[src/rtl/switch_debouncer.sv]
`default_nettype none
// ============================================================================
// Module      : switch_debouncer
// Description : Two-flop synchroniser plus per-switch tick-paced stability
//               counter for the board slide switches. Produces a registered,
//               glitch-free switch vector and optional one-cycle rise/fall
//               pulses per switch.
//               Optional feature macro: SW_EDGE_DETECT_EN
//                 defined   -> rise/fall pulse registers are built
//                 undefined -> SWITCH_RISE_O / SWITCH_FALL_O tied to 0
// Revision    : 1.0 - initial release
// ============================================================================
module switch_debouncer #(
    parameter int NUM_SW       = 18,
    parameter int TICK_DIV     = 50000,
    parameter int STABLE_TICKS = 4
) (
    input  logic              CLOCK_50_I,
    input  logic              RESET_I,
    input  logic [NUM_SW-1:0] SWITCH_I,
    output logic [NUM_SW-1:0] SWITCH_DB_O,
    output logic [NUM_SW-1:0] SWITCH_RISE_O,
    output logic [NUM_SW-1:0] SWITCH_FALL_O
);

    localparam int PRESC_W = (TICK_DIV > 1) ? $clog2(TICK_DIV) : 1;
    localparam int CNT_W   = $clog2(STABLE_TICKS + 1);

    localparam logic [PRESC_W-1:0] c_presc_last = PRESC_W'(TICK_DIV - 1);
    localparam logic [CNT_W-1:0]   c_cnt_last   = CNT_W'(STABLE_TICKS - 1);
    localparam logic [CNT_W-1:0]   c_cnt_one    = CNT_W'(1);

    logic [NUM_SW-1:0]  r_meta;
    logic [NUM_SW-1:0]  r_sync;
    logic [NUM_SW-1:0]  r_db;
    logic [NUM_SW-1:0]  w_db_next;
    logic [PRESC_W-1:0] r_presc;
    logic               w_tick;
    logic [CNT_W-1:0]   r_cnt      [NUM_SW];
    logic [CNT_W-1:0]   w_cnt_next [NUM_SW];
`ifdef SW_EDGE_DETECT_EN
    logic [NUM_SW-1:0]  w_rise;
    logic [NUM_SW-1:0]  w_fall;
    logic [NUM_SW-1:0]  r_rise;
    logic [NUM_SW-1:0]  r_fall;
`endif

    // Two-flop synchroniser; the only consumer of the raw switch levels
    always_ff @(posedge CLOCK_50_I or posedge RESET_I) begin
        if (RESET_I) begin
            r_meta <= '0;
            r_sync <= '0;
        end else begin
            r_meta <= SWITCH_I;
            r_sync <= r_meta;
        end
    end

    // Shared sample prescaler; tick is the single cycle at the top count
    always_ff @(posedge CLOCK_50_I or posedge RESET_I) begin
        if (RESET_I) begin
            r_presc <= '0;
        end else if (w_tick) begin
            r_presc <= '0;
        end else begin
            r_presc <= r_presc + PRESC_W'(1);
        end
    end

    assign w_tick = (r_presc == c_presc_last);

    // Per-switch stability decision: any agreeing tick clears progress,
    // the STABLE_TICKS-th consecutive disagreeing tick accepts the new level
    always_comb begin
        w_db_next = r_db;
`ifdef SW_EDGE_DETECT_EN
        w_rise    = '0;
        w_fall    = '0;
`endif
        for (int i = 0; i < NUM_SW; i++) begin
            w_cnt_next[i] = r_cnt[i];
            if (w_tick) begin
                if (r_sync[i] == r_db[i]) begin
                    w_cnt_next[i] = '0;
                end else if (r_cnt[i] == c_cnt_last) begin
                    w_db_next[i]  = r_sync[i];
                    w_cnt_next[i] = '0;
`ifdef SW_EDGE_DETECT_EN
                    w_rise[i]     = r_sync[i];
                    w_fall[i]     = ~r_sync[i];
`endif
                end else begin
                    w_cnt_next[i] = r_cnt[i] + c_cnt_one;
                end
            end
        end
    end

    // Debounced level and stability counters
    always_ff @(posedge CLOCK_50_I or posedge RESET_I) begin
        if (RESET_I) begin
            r_db <= '0;
            for (int i = 0; i < NUM_SW; i++) begin
                r_cnt[i] <= '0;
            end
        end else begin
            r_db <= w_db_next;
            for (int i = 0; i < NUM_SW; i++) begin
                r_cnt[i] <= w_cnt_next[i];
            end
        end
    end

    assign SWITCH_DB_O = r_db;

`ifdef SW_EDGE_DETECT_EN
    // Edge pulses registered alongside the level so both appear together
    always_ff @(posedge CLOCK_50_I or posedge RESET_I) begin
        if (RESET_I) begin
            r_rise <= '0;
            r_fall <= '0;
        end else begin
            r_rise <= w_rise;
            r_fall <= w_fall;
        end
    end

    assign SWITCH_RISE_O = r_rise;
    assign SWITCH_FALL_O = r_fall;
`else
    assign SWITCH_RISE_O = '0;
    assign SWITCH_FALL_O = '0;
`endif

endmodule
`default_nettype wire

[config.mk]
export PLATFORM = sky130hd
export DESIGN_NAME = switch_debouncer
export DESIGN_NICKNAME = d
export VERILOG_FILES = /design/src/rtl/switch_debouncer.sv
export SDC_FILE = /design/constraint.sdc
export NUM_CORES = 1
export LEC_CHECK = 0
export ABC_AREA = 1
export BUFFER_PORTS_ARGS = -buffer_cell sky130_fd_sc_hd__buf_2
export CORE_MARGIN = 3
export CORE_UTILIZATION = 40
export CTS_CLUSTER_DIAMETER = 100
export CTS_CLUSTER_SIZE = 40
export DETAILED_ROUTE_END_ITERATION = 10
export PLACE_DENSITY = 0.7
export SETUP_SLACK_MARGIN = 0.1
export SLEW_MARGIN = 25
export SYNTH_ARGS = -nofsm -noshare
export SYNTH_HDL_FRONTEND = slang
export SYNTH_SLANG_ARGS = --single-unit
[constraint.sdc]
create_clock -name CLOCK_50_I -period 4.24 [get_ports CLOCK_50_I]
set_input_delay 0.636 -clock CLOCK_50_I [delete_from_list [all_inputs] [get_ports CLOCK_50_I]]
set_output_delay 0.636 -clock CLOCK_50_I [all_outputs]
set_load 0.05 [all_outputs]
# Yosys cells after proc, flatten, opt, wreduce, memory -nomap -nowiden
# Index checks and enable logic that the tools add are counted.
[word_totals]
reg_bits = 124
out_inout_bits = 54
elab_cells = 168
[op_classes]
add_sub_neg = 19
n_eq_ne = 37
mux = 37
bitwise_logic = 18
n_reduce_logical = 18
[ops]
columns = ["op", "n"]
rows = [
  ["two-way mux 3 bit", 36],
  ["adder 3 x 1 -> 3 bit (second input constant)", 18],
  ["equality test 3 x 2 -> 1 bit (second input constant)", 18],
  ["AND reduction 3 bit", 18],
  ["equality test 1 bit", 18],
  ["inverter 1 bit", 18],
  ["adder 16 x 1 -> 16 bit (second input constant)", 1],
  ["equality test 16 bit (second input constant)", 1],
  ["two-way mux 16 bit", 1],
]

# Depth between registers and ports, before layout
# Gate-level depths: netlist of the first run.
[depth]
depth_word = 3
depth_mapped = 9

# Worst setup path before layout of the first run
# No wires, ideal clock.
[synth_timing]
path_type = "flip-flop to flip-flop"
from = "register r_presc[0]"
to = "register r_cnt[22] (netlist bit)"
setup_ps = 130
arrival_ps = 1361
slack_ps = 2749
stages_incl_launch_ff = 9
synth_period_minus_slack_ps = 1491
cell_sequence = "dfrtp_1 -> ha_1 -> nand3_1 -> nor2_4 -> nand2_4 -> buf_6 -> buf_6 -> nand2_1 -> o21ai_1"
[synth_between]
elab_chain_len = 1
[synth_lines]
columns = ["element", "line_no", "rtl"]
rows = [
  ["start, declared", "37", "logic [PRESC_W-1:0] r_presc;"],
  ["start signal, assigned", "66", "r_presc <= r_presc + PRESC_W'(1);"],
  ["equality test 16 bit", "70", "assign w_tick = (r_presc == c_presc_last);"],
  ["end signal, assigned by index", "109", "r_cnt[i] <= w_cnt_next[i];"],
  ["end, declared", "39", "logic [CNT_W-1:0] r_cnt [NUM_SW];"],
]
# No other way between the ends.
# A chain may end at the register's enable or synchronous reset.

# Worst setup path in the final report of the first run
[layout_timing]
from = "register r_presc[0]"
to = "register r_cnt[33] (netlist bit)"
# Same word-level chain as after synthesis.

==> impl_metrics.ini, run 1 <==
[run_status]
status = finished, final reports clean

[pwr]
switchingPower_mw = 0.622
power_leakage_nw = 3.93
power_frac_seq_pct = 44.6
ir_drop_v = 0.000216
power.density_mw_per_mm2 = 405
power.internal_mw = 2.09
power_switching_share_pct = 23.0
pwr-share-clk_pct = 50.6
power_mw = 2.71
combPwrFrac_pct = 4.8

[synthesis]
yosys.area.top_type = dfrtp_1
syn_area_mm2 = 0.00593
netlist_instances = 728
synth.top_cell.area_share_pct = 52.4
synth_seq_cells = 124
ys_seq_area_share_pct = 52.4
yosys-top-cells-area = dfrtp_1 52%, nand2_1 12%, inv_1 7.9%, nor2_1 6.5%, buf_4 4.8%
synthSimpleGateAreaFrac_pct = 24.9
ys_warn_count = 0
synthMuxAreaShare_pct = 0
yosys.area_share.adder_pct = 4.01
synthXorXnorAreaFrac_pct = 1.03
synth.avg_cell_area_um2 = 8.14
synth_compound_area_share_pct = 3.38
synth.distinct_cells = 24
synth_top_family_by_area = simple AND/OR/NAND/NOR gates

[die]
io_pins = 74
start_util_pct = 41.7
rows = 43
fp.dieH_um = 128
die_x_um = 128
dieArea_mm2 = 0.0163
coreArea_mm2 = 0.0142

[route]
drc = 0
dr.pass1.iters = 4
via_count = 4254
drtIter0Drc = 214
vias_per_cell = 4.42
wirelength_mm = 9.87
wl_per_cell_um = 10.3
ant_nets = 0

[cts]
post_cts_buffers = 0
cts.sinks = 124
numCtsBuffers = 17
cts_tree = done
clock_path_buffers = 2
clk-insertion-delay-late_ns = 0.42
ctsResizeCount = 0
cts-root-buf = clkbuf_16
path_clk_slew_ns = 0.05
htreeDepth = 4
hold_buffers = 0

[sta]
fin_ws_ns = 1.75
fin_crit_ns = 2.49
whs_ns = 0.323
max_slew.worst_pin.slew_ns = 0.995
setup_viol = 0
grt_setup_unrepaired = false
skew_ns = 0.00724
maxSlewHeadroom_pct = 33.5
min_period_over_period_pct = 58.8
slew_viol_final = 0
fmax_ghz = 0.401
finalHoldViolCount = 0
tns_ns = 0

[global_routing]
track_usage_pct = 13.6
grt_pass1_wl_mm = 18.0
grt_pass1_vias = 4150
grt-ovfl-total = 0
antenna_found_initial = 0
grt_max_degree = 74

[placed_design]
portBuffers = 37
dp_hpwl_mm = 6.43
place_area_mm2 = 0.00613
dp_slack_ns = 1.76
gp_congestion = 0.770
dp.cells = 931

[critical_path]
end_kind = flip-flop
criticalPathCategory = reg -> reg
crit_path_start_kind = flip-flop
critPathArrivalTime_ns = 2.83
worst_ep_required_time_ns = 4.58
cp_max_fo = 40

[layout]
syn_to_final_growth_pct = 13.0
diodes = 0
utilization_pct = 47.1
drive_gt1_share_pct = 9.97
final_cells = 962
nets = 809
finish.instance_area_mm2 = 0.00670

[job]
cap_violations = 0

[hold_path]
hold_path_class = in -> reg
[metal layers]
layer	vias up	track usage [%]	share of wire, %
li1	2221	-	-
met1	1950	16.6	46
met2	65	21.9	48
met3	18	4.58	4.4
met4	0	6.30	2.4
met5	-	0	0
[state kept, by name, indices dropped and copies added (netlist names)]
| name | cells |
|---|---|
| SWITCH_DB_O | 18 |
| r_cnt | 54 |
| r_meta | 18 |
| r_presc | 16 |
| r_sync | 18 |
[worst paths after layout]
path,start,end,slack (ns),depth (start not counted)
min reg2reg,r_meta[9]$_DFF_PP0_,r_sync[9]$_DFF_PP0_,0.34,0
min,SWITCH_I[2],r_meta[2]$_DFF_PP0_,0.32,1
max,r_presc[0]$_DFF_PP0_,r_cnt[33]$_DFFE_PP0N_,1.75,7
max reg2reg,r_presc[0]$_DFF_PP0_,r_cnt[33]$_DFFE_PP0N_,1.75,7
min in group asynchronous,RESET_I,r_cnt[22]$_DFFE_PP0N_,0.38,2
max in group asynchronous,RESET_I,r_sync[4]$_DFF_PP0_,2.94,3
[cell usage after synthesis]
cell	number
nor2_1	102
ha_1	19
nor2_4	1
buf_6	2
inv_2	3
xor2_1	5
nand2_1	189
nor3b_1	1
buf_4	38
inv_1	125
nor2_8	1
conb_1	1
nand3_1	43
o21ai_1	18
o21ai_0	2
nand2_4	1
buf_2	9
dfrtp_1	124
xnor2_1	2
clkbuf_1	2
nand4_1	18
buf_1	1
nand2_2	1
a21oi_1	20
[cell families after synthesis]
logic type	after synthesis
compound gates	40
xor+xnor	7
fa+ha+maj	19
buf+inv	180
flops	124
other cells	1
simple gates	357
[power groups by stage]
stage	registers, mW	logic, mW	clock network, mW
floorplan	1.23	0.137	0
finish	1.21	0.130	1.37
CTS	1.21	0.132	1.41
detailed placement	1.23	0.132	0
global placement	1.23	0.131	0
global route	1.21	0.145	1.47
[layout make-up]
type	instances	area, µm²
Fill cell	1378	7510
Sequential cell	124	3100
Multi-Input combinational cell	459	2110
Inverter	128	483
Clock buffer	19	443
Tap cell	180	225
Timing Repair Buffer	40	208
Clock inverter	12	124
[cell usage in the layout, fill, tap and decap left out, drive strengths merged]
| cell type | n |
|---|---|
| xor2 | 5 |
| a21oi | 20 |
| ha | 19 |
| nor2 | 104 |
| inv | 128 |
| buf | 40 |
| clkinv | 6 |
| nand4 | 18 |
| nand2 | 191 |
| xnor2 | 2 |
| nand3 | 43 |
| clkinvlp | 4 |
| nor3b | 1 |
| bufinv | 2 |
| clkbuf | 19 |
| o21ai | 20 |
| conb | 36 |
| dfrtp | 124 |
[worst max-delay path, stage by stage, from the launching register on]
cell and delay [ns]:
dfrtp_1 0.37, ha_1 0.19, nand3_1 0.17, nor2_4 0.82, nand2_4 0.08, inv_2 0.54, nor2_1 0.11, nor2_1 0.12
Power figures use the tool's default switching activity.
==> run 2, diff against run 1 <==
==> constraint.sdc (replaced) <==
create_clock -name CLOCK_50_I -period 2.48 [get_ports CLOCK_50_I]
set_input_delay 0.372 -clock CLOCK_50_I [delete_from_list [all_inputs] [get_ports CLOCK_50_I]]
set_output_delay 0.372 -clock CLOCK_50_I [all_outputs]
set_load 0.05 [all_outputs]
==> run 2 against run 1 <==
  * Worst hold slack got worse by 0.27 ns
  * Clock power increased by 99%
  * Register-to-register slack got worse by 1.1 ns
  * Wire length increased by 2.1%
  * Count of clock-buffer cells in the layout increased by 2
  * Cell area increased by 2.0%
  * Global-route usage decreased by 0.32 points
  * Largest power group unchanged
==> impl_metrics.ini, run 2 (same netlist as run 1, synthesis figures left out) <==
[global_routing]
antenna_found_initial = 0
track_usage_pct = 13.3
grt_pass1_wl_mm = 17.3
grt_pass1_vias = 3928
grt-ovfl-total = 0
grt_max_degree = 125

[placed_design]
gp_congestion = 0.756
dp_hpwl_mm = 6.45
portBuffers = 37
dp.cells = 933

[route]
via_count = 4285
drc = 0
dr.pass1.iters = 5
ant_nets = 0
drtIter0Drc = 206
wl_per_cell_um = 10.4
vias_per_cell = 4.44
wirelength_mm = 10.1

[hold_path]
hold_path_class = in -> reg
min_to = r_meta[12]$_DFF_PP0_
min_from = SWITCH_I[12]
hold_depth = 1

[cts]
path_clk_slew_ns = 0.06
cts_tree = done
clk-insertion-delay-late_ns = 0.42
cts-root-buf = clkbuf_16
post_cts_buffers = 0
htreeDepth = 4
ctsResizeCount = 0
hold_buffers = 0
clock_path_buffers = 2
numCtsBuffers = 17
cts.sinks = 124

[sta]
finalHoldViolCount = 0
skew_ns = 0.00714
maxSlewHeadroom_pct = 58.0
tns_ns = 0
fmax_ghz = 0.549
fin_crit_ns = 1.82
min_period_over_period_pct = 73.4
max_slew.worst_pin.slew_ns = 0.630
setup_viol = 0
slew_viol_final = 0
grt_setup_unrepaired = false
whs_ns = 0.0545

[die]
start_util_pct = 41.7
fp.dieH_um = 128
rows = 43
dieArea_mm2 = 0.0163
die_x_um = 128
coreArea_mm2 = 0.0142
io_pins = 74

[layout]
largest_register_ffs = 54
syn_to_final_growth_pct = 15.2
diodes = 0
fill_cells = 1360
most-common-layout-cells = 189 x nand2_1, 124 x dfrtp_1, 124 x inv_1
final_common_cell = nand2_1
nets = 811
final_cells = 965
utilization_pct = 48.1
regMostFlops = r_cnt
drive_gt1_share_pct = 10.3

[pwr]
power.density_mw_per_mm2 = 735
ir_drop_v = 0.000611
power_leakage_nw = 4.00
power_mw = 5.02

[critical_path]
r2r_cells = 7
reg2reg_to = r_presc[9]$_DFF_PP0_
worst_ep_required_time_ns = 2.83
critical_path.max_stage_delay_ns = 0.46
reg2reg_slack_ns = 0.66
critPathArrivalTime_ns = 2.17
criticalPathCategory = reg -> reg
timing.critical_path.from = r_presc[0]$_DFF_PP0_
crit_buf_inv = 1
end_kind = flip-flop
crit_family = buffers and inverters
cp_max_fo = 59
cp_slowest_cell = buf_4
crit_path_start_kind = flip-flop
r2r-start = r_presc[0]$_DFF_PP0_
crit_chain = ha_1, nand3_1, nor2_4, nand2_4, buf_4, o21ai_0, nor2_1

[job]
cap_violations = 0

[run_status]
status = finished, final reports clean
-- run 2: layer usage --
| layer | up-vias | routed length [µm] | share of wire, % | GRT usage, % |
|---|---|---|---|---|
| met5 | - | 0 | 0 | 0 |
| met4 | 0 | 151 | 1.5 | 5.43 |
| met3 | 18 | 460 | 4.6 | 5.04 |
| met2 | 54 | 4670 | 46 | 21.1 |
| met1 | 1988 | 4800 | 48 | 16.4 |
| li1 | 2225 | - | - | - |
-- run 2: where the power goes --
part | switching (mW) | internal (mW) | leakage [nW]
registers | 0.0119 | 2.06 | 1.64
clock network | 0.872 | 1.86 | 0.319
logic | 0.193 | 0.0302 | 2.04
-- run 2: how the worst max path moves through the flow --
stage / slack [ns] / to / depth (start not counted)
finish: 0.66 / r_presc[9]$_DFF_PP0_ / 7
global route: 0.54 / r_presc[6]$_DFF_PP0_ / 7
CTS: 0.64 / r_presc[9]$_DFF_PP0_ / 7
detailed placement: 0.68 / r_presc[9]$_DFF_PP0_ / 7
global placement: 0.73 / r_presc[9]$_DFF_PP0_ / 7
floorplan: 0.58 / SWITCH_DB_O[0]$_DFFE_PP0P_ / 1
-- run 2: cell type report --
type	instances	area, µm²	share of cell area (%)
well taps	180	225	3.30
multi-input cells	459	2110	30.9
clock buffers	21	470	6.89
repair buffers	42	248	3.63
flip-flops and latches	124	3100	45.4
clock inverters	11	189	2.77
inverters	128	484	7.09
-- run 2: metrics by stage --
| stage | setup WS [ns] | cell area, µm² |
|---|---|---|
| finish | 0.658 | 6830 |
| global route | 0.545 | 6830 |
| CTS | 0.643 | 6830 |
| detailed placement | 0.678 | 6170 |
| global placement | 0.728 | 6170 |
| floorplan | 0.583 | 6060 |
